===== config.mk =====
export PLATFORM = sky130hd
export DESIGN_NAME = led_switch_io
export DESIGN_NICKNAME = d
export VERILOG_FILES = /design/src/rtl/led_switch_io.sv
export SDC_FILE = /design/constraint.sdc
export NUM_CORES = 1
export LEC_CHECK = 0
export BUFFER_PORTS_ARGS = -buffer_cell sky130_fd_sc_hd__buf_4
export CORE_MARGIN = 3
export CORE_UTILIZATION = 45
export DETAILED_ROUTE_END_ITERATION = 16
export HOLD_SLACK_MARGIN = 0.02
export PLACE_DENSITY = 0.76
export SKIP_LAST_GASP = 1
export SLEW_MARGIN = 5
export SYNTH_ARGS = -nofsm -noshare
export SYNTH_HDL_FRONTEND = slang
export SYNTH_SLANG_ARGS = --single-unit

===== constraint.sdc =====
create_clock -name clock -period 7.04 [get_ports clock]
set_clock_uncertainty 0.15 [all_clocks]
set_input_delay 1.408 -clock clock [delete_from_list [all_inputs] [get_ports clock]]
set_output_delay 1.408 -clock clock [all_outputs]
set_load 0.02 [all_outputs]

===== src/rtl/led_switch_io.sv =====
// led_switch_io: memory-mapped LED output register plus synchronized switch input.
// Optional feature: define SW_DEBOUNCE_EN to require DB_CNT stable cycles before a
// switch change is accepted; with it undefined the synchronized value is accepted
// every edge and DB_CNT is unused.
module led_switch_io #(
  parameter int unsigned DB_CNT = 1000000
) (
  input  logic        clock,
  input  logic        reset,
  input  logic        led_cs,
  input  logic        sw_cs,
  input  logic [31:0] addr,
  input  logic [31:0] wdata,
  input  logic [23:0] switch_in,
  output logic [23:0] led_out,
  output logic [31:0] io_rdata
);

  localparam logic [31:0] LED_DATA = 32'hFFFF_FC60;
  localparam logic [31:0] SW_DATA  = 32'hFFFF_FC70;
  localparam logic [31:0] SW_STAT  = 32'hFFFF_FC74;

  logic [23:0] led_q, led_d;
  logic [23:0] s1_q, s2_q, s3_q;
  logic [23:0] sw_db_q, sw_db_d;
  logic        changed_q, changed_d;
  logic        led_wr, data_rd, stat_rd;

  assign led_wr  = led_cs && (addr == LED_DATA);
  assign data_rd = sw_cs  && (addr == SW_DATA);
  assign stat_rd = sw_cs  && (addr == SW_STAT);
  assign led_out = led_q;

  // LED register loads the low 24 data bits on a write to LED_DATA
  always_comb begin
    led_d = led_q;
    if (led_wr) led_d = wdata[23:0];
  end

`ifdef SW_DEBOUNCE_EN
  localparam logic [19:0] CNT_LAST = 20'(DB_CNT - 1);

  logic [19:0] cnt_q, cnt_d;

  // Accept s2 once it has been stable and different from sw_db for DB_CNT edges
  always_comb begin
    sw_db_d = sw_db_q;
    cnt_d   = cnt_q + 20'd1;
    if ((s2_q != s3_q) || (s2_q == sw_db_q)) begin
      cnt_d = '0;
    end else if (cnt_q == CNT_LAST) begin
      sw_db_d = s2_q;
      cnt_d   = '0;
    end
  end

  // Debounce counter register
  always_ff @(posedge clock or posedge reset) begin
    if (reset) cnt_q <= '0;
    else       cnt_q <= cnt_d;
  end
`else
  // History flop and DB_CNT have no consumer in this build
  logic [23:0] unused_s3;
  logic [31:0] unused_db_cnt;
  assign unused_s3     = s3_q;
  assign unused_db_cnt = 32'(DB_CNT);

  // Without debounce the synchronized value is accepted on every edge
  always_comb begin
    sw_db_d = s2_q;
  end
`endif

  // Sticky change flag: cleared by an SW_STAT read, but a new acceptance wins
  always_comb begin
    changed_d = changed_q;
    if (stat_rd)            changed_d = 1'b0;
    if (sw_db_d != sw_db_q) changed_d = 1'b1;
  end

  // Combinational read mux so a single-cycle load completes in the same cycle
  always_comb begin
    io_rdata = '0;
    if (data_rd)      io_rdata = {8'b0, sw_db_q};
    else if (stat_rd) io_rdata = {31'b0, changed_q};
  end

  // All architectural state
  always_ff @(posedge clock or posedge reset) begin
    if (reset) begin
      led_q     <= '0;
      s1_q      <= '0;
      s2_q      <= '0;
      s3_q      <= '0;
      sw_db_q   <= '0;
      changed_q <= 1'b0;
    end else begin
      led_q     <= led_d;
      s1_q      <= switch_in;
      s2_q      <= s1_q;
      s3_q      <= s2_q;
      sw_db_q   <= sw_db_d;
      changed_q <= changed_d;
    end
  end

endmodule


### After elaboration in Yosys (flattened, before gate mapping)

Index checks and enable logic that the tools add are counted.
Widths: inputs -> output; s select.

* output and inout port bits: 56
* bits of input ports: 92
* register bits after elaboration: 97

* eq/ne operators: 4
* reduce and logical (&&, ||, !) cells: 4
* multiplexer cells: 4

Operators by type and width (number)
* $eq 32x32->1 const B: 3
* $mux 24: 1
* $ne 24x24->1: 1
* $logic_and 1x1->1: 3
* $mux 1: 3
* $reduce_bool 2->1: 1

### Logic depth before layout (Yosys ltp)

Gate-level depths: netlist of the first run.

* depth after elaboration: 4
* gate-level depth with buffers: 5
* depth with buffers taken out: 4

### Worst setup path before layout of the first run

Ideal clock, no wire load.

* path type: input to output
* from: in addr[3]
* to: out io_rdata[0]
* slack: 2839 ps
* required time: 5482 ps
* stages: 3
* path buffers: 0
* data arrival time: 2643 ps
* path through: nand4b_4 nor4_4 nor4bb_1

* cells in the longest elaborated chain, start to end: 4
* elaborated cells on any way between the ends: 6

RTL lines
* start: declaration: line 12 `input logic [31:0] addr,`
* $eq 32x32->1: line 31 `assign stat_rd = sw_cs && (addr == SW_STAT);`
* $logic_and 1x1->1: line 31
* $mux 1: line 86 `else if (stat_rd) io_rdata = {31'b0, changed_q};`
* $mux 24 *: line 85 `if (data_rd) io_rdata = {8'b0, sw_db_q};`
* end: declaration: line 16 `output logic [31:0] io_rdata`

Every way passes the cells marked *; elsewhere a longest branch is shown, timed or not.

### Worst setup path in the final report of the first run

* from: in addr[3]
* to: out io_rdata[21]

* cells in the longest elaborated chain, start to end: 3

RTL lines
* $eq 32x32->1: line 30 `assign data_rd = sw_cs && (addr == SW_DATA);`
* $logic_and 1x1->1: line 30
* $mux 24: line 85

Every way passes these cells.

==> impl_metrics.py, run 1 <==
metrics = {
    "power": {
        "p_total_mw": 1.030,
        "power.density_mw_per_mm2": 216.7,
        "leakagePower_nw": 2.484,
        "vdd_drop_max_mv": 0.1604,
    },
    "detailed_routing": {
        "ant_nets": 0,
        "vias": 2075,
        "viasPerCell": 4.570,
        "drtIter0Drc": 35,
        "first_pass_iters": 2,
        "drc_errors": 0,
        "routed_wirelength_um": 6433,
        "routedWlPerCell_um": 14.17,
    },
    "timing": {
        "tns_ps": 0,
        "fin_crit_ps": 4703,
        "slew_headroom_pct": 52.12,
        "hold_viol": 0,
        "hold_slack_ps": 203.1,
        "fmax_mhz": 212.7,
        "fin_crit_sh_pct": 66.80,
        "setup_viol_count_final": 0,
        "rsz0062_at_grt": "false",
        "worstMarginPinSlew_ps": 718.1,
        "slew_violations": 0,
    },
    "global_route": {
        "grt.total_usage_pct": 14.86,
        "grt_pass1_vias": 2124,
        "grt_antenna_before_repair": 0,
        "grt_max_degree": 62,
        "grt_pass1_wl_um": 9949,
        "grt_overflow": 0,
    },
    "placement": {
        "place.gp.congestion": 0.6900,
        "port_buffers": 131,
        "dp_hpwl_um": 4776,
    },
    "finish": {
        "utilization_pct": 64.50,
        "num-fill-cells": 567,
        "diodes": 0,
        "layout.area.seq_mm2": 0.002427,
        "drive_gt1_share_pct": 50.14,
        "area_growth_pct": 36.36,
        "multi_input_area_um2": 984.7,
        "nets": 442,
    },
    "floorplanning": {
        "die_w_um": 94.02,
        "start_util_pct": 47.30,
        "die_h_um": 94.02,
        "core_mm2": 0.007370,
        "rows": 31,
        "die_area_mm2": 0.008839,
        "pin_count": 148,
    },
    "critical_path": {
        "cp-end-kind": "output port",
        "cp_max_fo": 23,
        "worstPathRequired_ps": 5480,
        "startpoint_type": "primary input",
        "arrival_ps": 3140,
        "path_class": "primary input to output port",
    },
    "synth": {
        "yosysWarnings": 0,
        "synth_top_area_share_pct": 69.63,
        "yosys.cell_types.count": 25,
        "yosysSeqAreaShare_pct": 69.63,
        "postSynthCellCount": 212,
        "synth_top_cell_by_area": "dfrtp_1",
        "netlist_top_cells_area": "dfrtp_1 (70%), mux2_4 (8.6%), xor2_1 (6.0%)",
        "yosys_register_bits": 97,
        "synth.avg_cell_area_um2": 16.44,
        "synth_area_mm2": 0.003486,
    },
    "clock_tree": {
        "clockBufferDepth": 2,
        "cts_tree": "done",
        "cts_setup_buffers": 0,
        "clk_pin_slew_ps": 90,
        "root_buffer": "clkbuf_8",
        "cts_buffers": 9,
        "cts_sinks": 97,
        "cts_resized": 0,
        "clock_latency_ps": 350,
        "cts_hold_buf": 0,
        "h-tree-depth": 3,
    },
    "min_path": {
        "hp-class": "flip-flop to flip-flop",
    },
    "run": {
        "maxCapViolations": 0,
    },
    "status": {
        "status": "finished, final reports clean",
    },
}
## layout by cell type, fill, tap and decap left out
master / count
a211o_1: 1
nand4b_4: 2
nand4b_1: 2
inv_8: 2
and2_1: 23
inv_6: 2
inv_1: 1
and4_1: 1
nand3_1: 1
and4bb_2: 2
nor4bb_1: 1
bufinv_16: 1
nor2b_1: 2
mux2_2: 4
clkbuf_8: 10
nor4_4: 1
buf_4: 132
mux2_4: 20
nor4_1: 6
xor2_1: 24
nand2_1: 2
conb_1: 8
mux2i_1: 1
dfrtp_1: 97
and3b_1: 1
inv_4: 1
clkinv_4: 1
nor2_1: 1
nand4_1: 5
## power by group
| group | internal (mW) | switching, mW |
|---|---|---|
| registers | 0.578 | 0.0105 |
| clock network | 0.182 | 0.195 |
| logic | 0.0378 | 0.0270 |
## Yosys cell counts, drive strengths merged
master and number:
nand4b 4, inv 2, nand4 5, and4bb 2, nor4bb 1, clkbuf 2, dfrtp 97, a211o 1
nand2 2, mux2 24, and3b 1, buf 10, and4 1, conb 1, nand3 1, nor2b 2
and2 23, mux2i 1, nor2 1, xor2 24, nor4 7
## cell families (layout without fill, tap and decap cells)
| logic type | after synthesis | after routing | share of synthesized area (%) |
|---|---|---|---|
| multiplexers | 25 | 25 | 10.19 |
| AND/OR/NAND/NOR | 50 | 50 | 10.91 |
| AO/OA/AOI/OAI | 1 | 1 | 0.2513 |
| flip-flops | 97 | 97 | 69.63 |
| XOR/XNOR | 24 | 24 | 6.030 |
| buffers and inverters | 14 | 150 | 2.872 |
| other | 1 | 8 | 0.1076 |
## final timing paths
path / slack, ps / start / depth (start not counted) / end
min in group asynchronous: 920 / reset / 2 / s1_q[23]
setup / recovery: 2340 / addr[3] / 6 / io_rdata[21]
hold reg to reg: 200 / s1_q[16] / 0 / s2_q[16]
hold / removal: 200 / s1_q[16] / 0 / s2_q[16]
max in group asynchronous: 4760 / reset / 3 / sw_db_q[0]
setup reg to reg: 5370 / sw_db_q[10] / 4 / changed_q
## registers in the layout (all words and copies together) (netlist names)
register   count
led_out       24
s1_q          24
s2_q          24
sw_db_q       24
changed_q      1
## worst max-delay path, cell delays in order
cell      delay, ps
buf_4           110
nand4b_4        170
nor4_4          410
and4_1          650
and2_1          240
buf_4           150
## per-stage QoR
step | cells | instance area [um2] | worst slack, ps
CTS | 454 | 4753 | 2256
floorplan | 219 | 3512 | 2839
detailed placement | 438 | 4537 | 2287
finish | 454 | 4753 | 2338
global placement | 438 | 4537 | 2261
global route | 454 | 4753 | 2142
## routing by layer
layer	wire length, um	track usage [%]	vias up	share of wire [%]
met1	2371	17.20	1003	37
met5	0	0	-	0
met2	3381	25.07	86	53
met3	515	3.846	12	8.0
li1	-	-	974	-
met4	165	8.183	0	2.6
## final cells by class
| cell class | instances | area share (%) |
|---|---|---|
| flip-flops and latches | 97 | 51.07 |
| repair buffers | 132 | 20.85 |
| multi-input cells | 108 | 20.72 |
| clock buffers | 10 | 2.895 |
| well taps | 99 | 2.606 |
| clock inverters | 6 | 1.658 |
| inverters | 2 | 0.2106 |
(Power assumes the default switching activity.)
==> run 2: changes to the inputs <==
- clock period: 7.04 -> 4.35 ns (I/O delays scaled with it)
==> impl_metrics.py, run 2 (same netlist as run 1, synthesis figures left out) <==
metrics = {
    "clock_tree": {
        "cts_buffers": 9,
        "cts_setup_buffers": 0,
        "root_buffer": "clkbuf_8",
        "cts_sinks": 97,
        "clockBufferDepth": 2,
        "clock_latency_ps": 340,
        "h-tree-depth": 3,
        "cts_resized": 0,
        "cts_hold_buf": 0,
        "cts_tree": "done",
        "clk_pin_slew_ps": 90,
    },
    "critical_path": {
        "critPathBufInv": 3,
        "cp_slowest_cell": "nor4_4",
        "cp_max_fo": 23,
        "worstPathRequired_ps": 3330,
        "crit_top_cell": "buf_4",
        "path_delay_family": "simple AND/OR/NAND/NOR gates",
        "cp-end-kind": "output port",
        "arrival_ps": 2400,
        "path_class": "primary input to output port",
        "max_stage_delay_ps": 430,
        "crit_chain": "buf_4 > nand4b_4 > nor4_4 > and4_1 > buf_4 > and2_1 > buf_4",
        "startpoint_type": "primary input",
    },
    "detailed_routing": {
        "drtIter0Drc": 34,
        "drc_errors": 0,
        "viasPerCell": 4.591,
        "routed_wirelength_um": 6492,
        "routedWlPerCell_um": 14.27,
        "ant_nets": 0,
        "first_pass_iters": 3,
        "vias": 2089,
    },
    "finish": {
        "nets": 443,
        "mostFrequentLayoutCell": "buf_4",
        "drive_gt1_share_pct": 50.00,
        "diodes": 0,
        "fin_area_mm2": 0.004730,
        "area_growth_pct": 35.68,
        "layout_common_cells": "buf_4 (133), dfrtp_1 (97), xor2_1 (24), and2_1 (23), mux2_4 (20)",
        "utilization_pct": 64.18,
    },
    "power": {
        "pwr-share-comb_pct": 6.6,
        "p_clk_share_pct": 33.5,
        "p_switching_mw": 0.3624,
        "leakagePower_nw": 2.467,
        "vdd_drop_max_mv": 0.2750,
        "p_total_mw": 1.590,
        "power.density_mw_per_mm2": 336.2,
        "pwr-share-seq_pct": 59.9,
        "intPower_mw": 1.228,
        "swShare_pct": 22.79,
    },
    "global_route": {
        "grt_pass1_wl_um": 9880,
        "grt.total_usage_pct": 14.90,
        "grt_max_degree": 86,
        "grt_overflow": 0,
        "grt_antenna_before_repair": 0,
        "grt_pass1_vias": 2081,
    },
    "timing": {
        "rsz0062_at_grt": "false",
        "slew_headroom_pct": 35.68,
        "worstMarginPinSlew_ps": 964.7,
        "fmax_mhz": 292.8,
        "setup_slack_ps": 934.6,
        "hold_viol": 0,
        "tns_ps": 0,
        "slew_violations": 0,
        "fin_crit_ps": 3415,
        "fin_crit_sh_pct": 78.51,
        "setup_viol_count_final": 0,
    },
    "placement": {
        "dp_hpwl_um": 4748,
        "dp_worst_setup_slack_ps": 950.0,
        "place.gp.congestion": 0.6962,
        "port_buffers": 131,
        "place_area_mm2": 0.004544,
    },
    "floorplanning": {
        "start_util_pct": 47.30,
        "rows": 31,
        "die_area_mm2": 0.008839,
        "die_w_um": 94.02,
        "pin_count": 148,
        "core_mm2": 0.007370,
        "die_h_um": 94.02,
    },
    "run": {
        "maxCapViolations": 0,
    },
    "status": {
        "status": "finished, final reports clean",
    },
    "min_path": {
        "hp-class": "flip-flop to flip-flop",
    },
}
## run 2: final timing paths
path | from | to | slack (ps) | depth (start not counted)
max | addr[3] | io_rdata[16] | 930 | 7
min | s1_q[22] | s2_q[22] | 200 | 0
max reg2reg | sw_db_q[10] | changed_q | 2610 | 4
min reg2reg | s1_q[22] | s2_q[22] | 200 | 0
max in group asynchronous | reset | led_out[14] | 2680 | 3
min in group asynchronous | reset | s1_q[1] | 610 | 2
## run 2: final cells by class
class / instances / area [um2]
clock buffer: 11 / 141.4
clock inverter: 5 / 43.79
fill: 582 / 2640
inverter: 2 / 10.01
multi-input combinational: 108 / 984.7
sequential: 97 / 2427
tap: 99 / 123.9
timing repair buffer: 133 / 998.5
## run 2: power by group through the flow
stage / logic, mW / registers, mW / clock network (mW)
2_1_floorplan: 0.0459 / 0.966 / 0
3_3_place_gp: 0.105 / 0.969 / 0
3_5_place_dp: 0.107 / 0.971 / 0
4_1_cts: 0.107 / 0.953 / 0.557
5_1_grt: 0.116 / 0.957 / 0.601
6_report: 0.105 / 0.952 / 0.533
## run 2: per-stage QoR
stage / cells / hold slack, ps
floorplan: 219 / 181.2
global placement: 439 / 181.8
detailed placement: 439 / 184.7
CTS: 455 / 206.4
global route: 455 / 212.4
finish: 455 / 203.1
## run 2: routing by layer
layer | vias up | routed length [um] | share of wire, % | GRT usage, %
met5 | - | 0 | 0 | 0
li1 | 977 | - | - | -
met3 | 7 | 558 | 8.6 | 5.048
met1 | 1018 | 2420 | 37 | 17.44
met4 | 0 | 87 | 1.3 | 5.897
met2 | 87 | 3427 | 53 | 25.19
==> run 3: changes to the inputs <==
- CORE_UTILIZATION: 45 -> 42
- PLACE_DENSITY: 0.76 -> 0.75
- clock period: 4.35 -> 2.86 ns (I/O delays scaled with it)
==> impl_metrics.py, run 3 (same netlist as run 1, synthesis figures left out) <==
metrics = {
    "detailed_routing": {
        "routedWlPerCell_um": 14.59,
        "ant_nets": 0,
        "viasPerCell": 4.539,
        "routed_wirelength_um": 6710,
        "drtIter0Drc": 24,
        "vias": 2088,
        "first_pass_iters": 4,
        "drc_errors": 0,
    },
    "finish": {
        "drive_gt1_share_pct": 50.56,
        "nets": 445,
        "diodes": 0,
        "stdcell_count": 460,
        "area_growth_pct": 37.76,
        "layout_common_cells": "buf_4 (132), dfrtp_1 (97), xor2_1 (24), and2_1 (23), mux2_4 (20)",
        "mostFrequentLayoutCell": "buf_4",
    },
    "critical_path": {
        "cp_slowest_cell": "nor4_4",
        "arrival_ps": 1930,
        "crit_top_cell": "buf_4",
        "path_class": "primary input to output port",
        "cp-end-kind": "output port",
        "ff2ff_path_depth": 4,
        "startpoint_type": "primary input",
        "r2r-end": "changed_q",
        "cp_max_fo": 23,
        "timing.rr.start": "sw_db_q[10]",
        "max_stage_delay_ps": 310,
        "worstPathRequired_ps": 2140,
        "r2r_setup_slack_ps": 1170,
        "critPathBufInv": 3,
        "crit_chain": "buf_4 > nand4b_4 > nor4_4 > and4_1 > buf_12 > and2_1 > buf_4",
        "path_delay_family": "simple AND/OR/NAND/NOR gates",
    },
    "floorplanning": {
        "die_h_um": 97.10,
        "core_mm2": 0.007888,
        "rows": 32,
        "pin_count": 148,
        "die_area_mm2": 0.009428,
        "start_util_pct": 44.19,
        "die_w_um": 97.10,
    },
    "global_route": {
        "grt_pass1_vias": 2292,
        "grt_antenna_before_repair": 0,
        "grt_overflow": 0,
        "grt_pass1_wl_um": 11070,
        "grt_max_degree": 39,
        "grt.total_usage_pct": 14.79,
    },
    "run": {
        "maxCapViolations": 0,
    },
    "clock_tree": {
        "clk_pin_slew_ps": 100,
        "cts_hold_buf": 0,
        "clock_latency_ps": 350,
        "cts_tree": "done",
        "cts_sinks": 97,
        "cts_setup_buffers": 0,
        "cts_buffers": 9,
        "root_buffer": "clkbuf_8",
        "cts_resized": 0,
        "h-tree-depth": 3,
        "clockBufferDepth": 2,
    },
    "timing": {
        "hold_viol": 0,
        "fin_crit_ps": 2648,
        "fmax_mhz": 377.7,
        "fin_crit_sh_pct": 92.59,
        "setup_viol_count_final": 0,
        "rsz0062_at_grt": "false",
        "slew_violations": 0,
        "worstMarginPinSlew_ps": 643.0,
        "tns_ps": 0,
        "slew_headroom_pct": 57.04,
    },
    "placement": {
        "dpl.cell_count": 444,
        "port_buffers": 131,
        "dp_hpwl_um": 5093,
        "place.gp.congestion": 0.7652,
    },
    "power": {
        "leakagePower_nw": 2.495,
        "power.density_mw_per_mm2": 512.7,
        "vdd_drop_max_mv": 0.3226,
    },
    "status": {
        "status": "finished, final reports clean",
    },
    "min_path": {
        "hp-class": "primary input to async pin",
    },
}
-- run 3: cell types whose count changed in the layout (fill, tap and decap cells not counted), sizes merged --
| cell | previous run | this run |
|---|---|---|
| clkbuf | 11 | 9 |
| inv | 5 | 3 |
| buf | 133 | 135 |
| clkinv | 0 | 4 |
-- run 3: power breakdown --
group | internal (mW) | total, mW | switching [mW]
combinational | 0.0977 | 0.165 | 0.0676
clock | 0.343 | 0.848 | 0.506
sequential | 1.42 | 1.45 | 0.0264
total | 1.86 | 2.46 | 0.600
-- run 3: routing by layer --
| metal | GRT usage, % | up-vias | share of wire, % |
|---|---|---|---|
| met5 | 0 | - | 0 |
| li1 | - | 975 | - |
| met4 | 6.156 | 0 | 1.5 |
| met1 | 17.07 | 1025 | 38 |
| met2 | 25.58 | 80 | 54 |
| met3 | 4.451 | 8 | 6.9 |
-- run 3: worst reg2reg max path, stage by stage, from the launching register on --
cell and delay, ps:
dfrtp_1 400, xor2_1 160, nor4_1 360, nand4_1 200, a211o_1 300
-- run 3: worst max-delay path by stage --
| stage | start | to | slack (ps) | cells past startpoint |
|---|---|---|---|---|
| final | addr[3] | io_rdata[16] | 210 | 7 |
| after global routing | addr[3] | io_rdata[16] | 130 | 7 |
| after CTS | addr[3] | io_rdata[16] | 180 | 7 |
| after detailed placement | addr[3] | io_rdata[16] | 200 | 7 |
| after global placement | addr[3] | io_rdata[16] | 240 | 7 |
| after floorplan | addr[3] | io_rdata[0] | 330 | 3 |
-- run 3: layout make-up --
type | instances | area, um2
Clock inverter | 7 | 76.32
Clock buffer | 9 | 123.9
Sequential cell | 97 | 2427
Tap cell | 102 | 127.6
Timing Repair Buffer | 135 | 1051
Multi-Input combinational cell | 108 | 984.7
Inverter | 2 | 11.26
Fill cell | 616 | 3085
-- run 3: stage by stage --
step	power [mW]	util, %	instance area [um2]	hold slack (ps)	setup WS, ps
global placement	1.638	58.34	4602	181.6	236.3
global route	2.577	60.88	4802	133.2	133.8
CTS	2.495	60.88	4802	143.9	175.7
floorplan	1.540	-	3516	181.2	330.9
finish	2.462	60.88	4802	154.9	212.1
detailed placement	1.646	58.34	4602	184.7	203.7
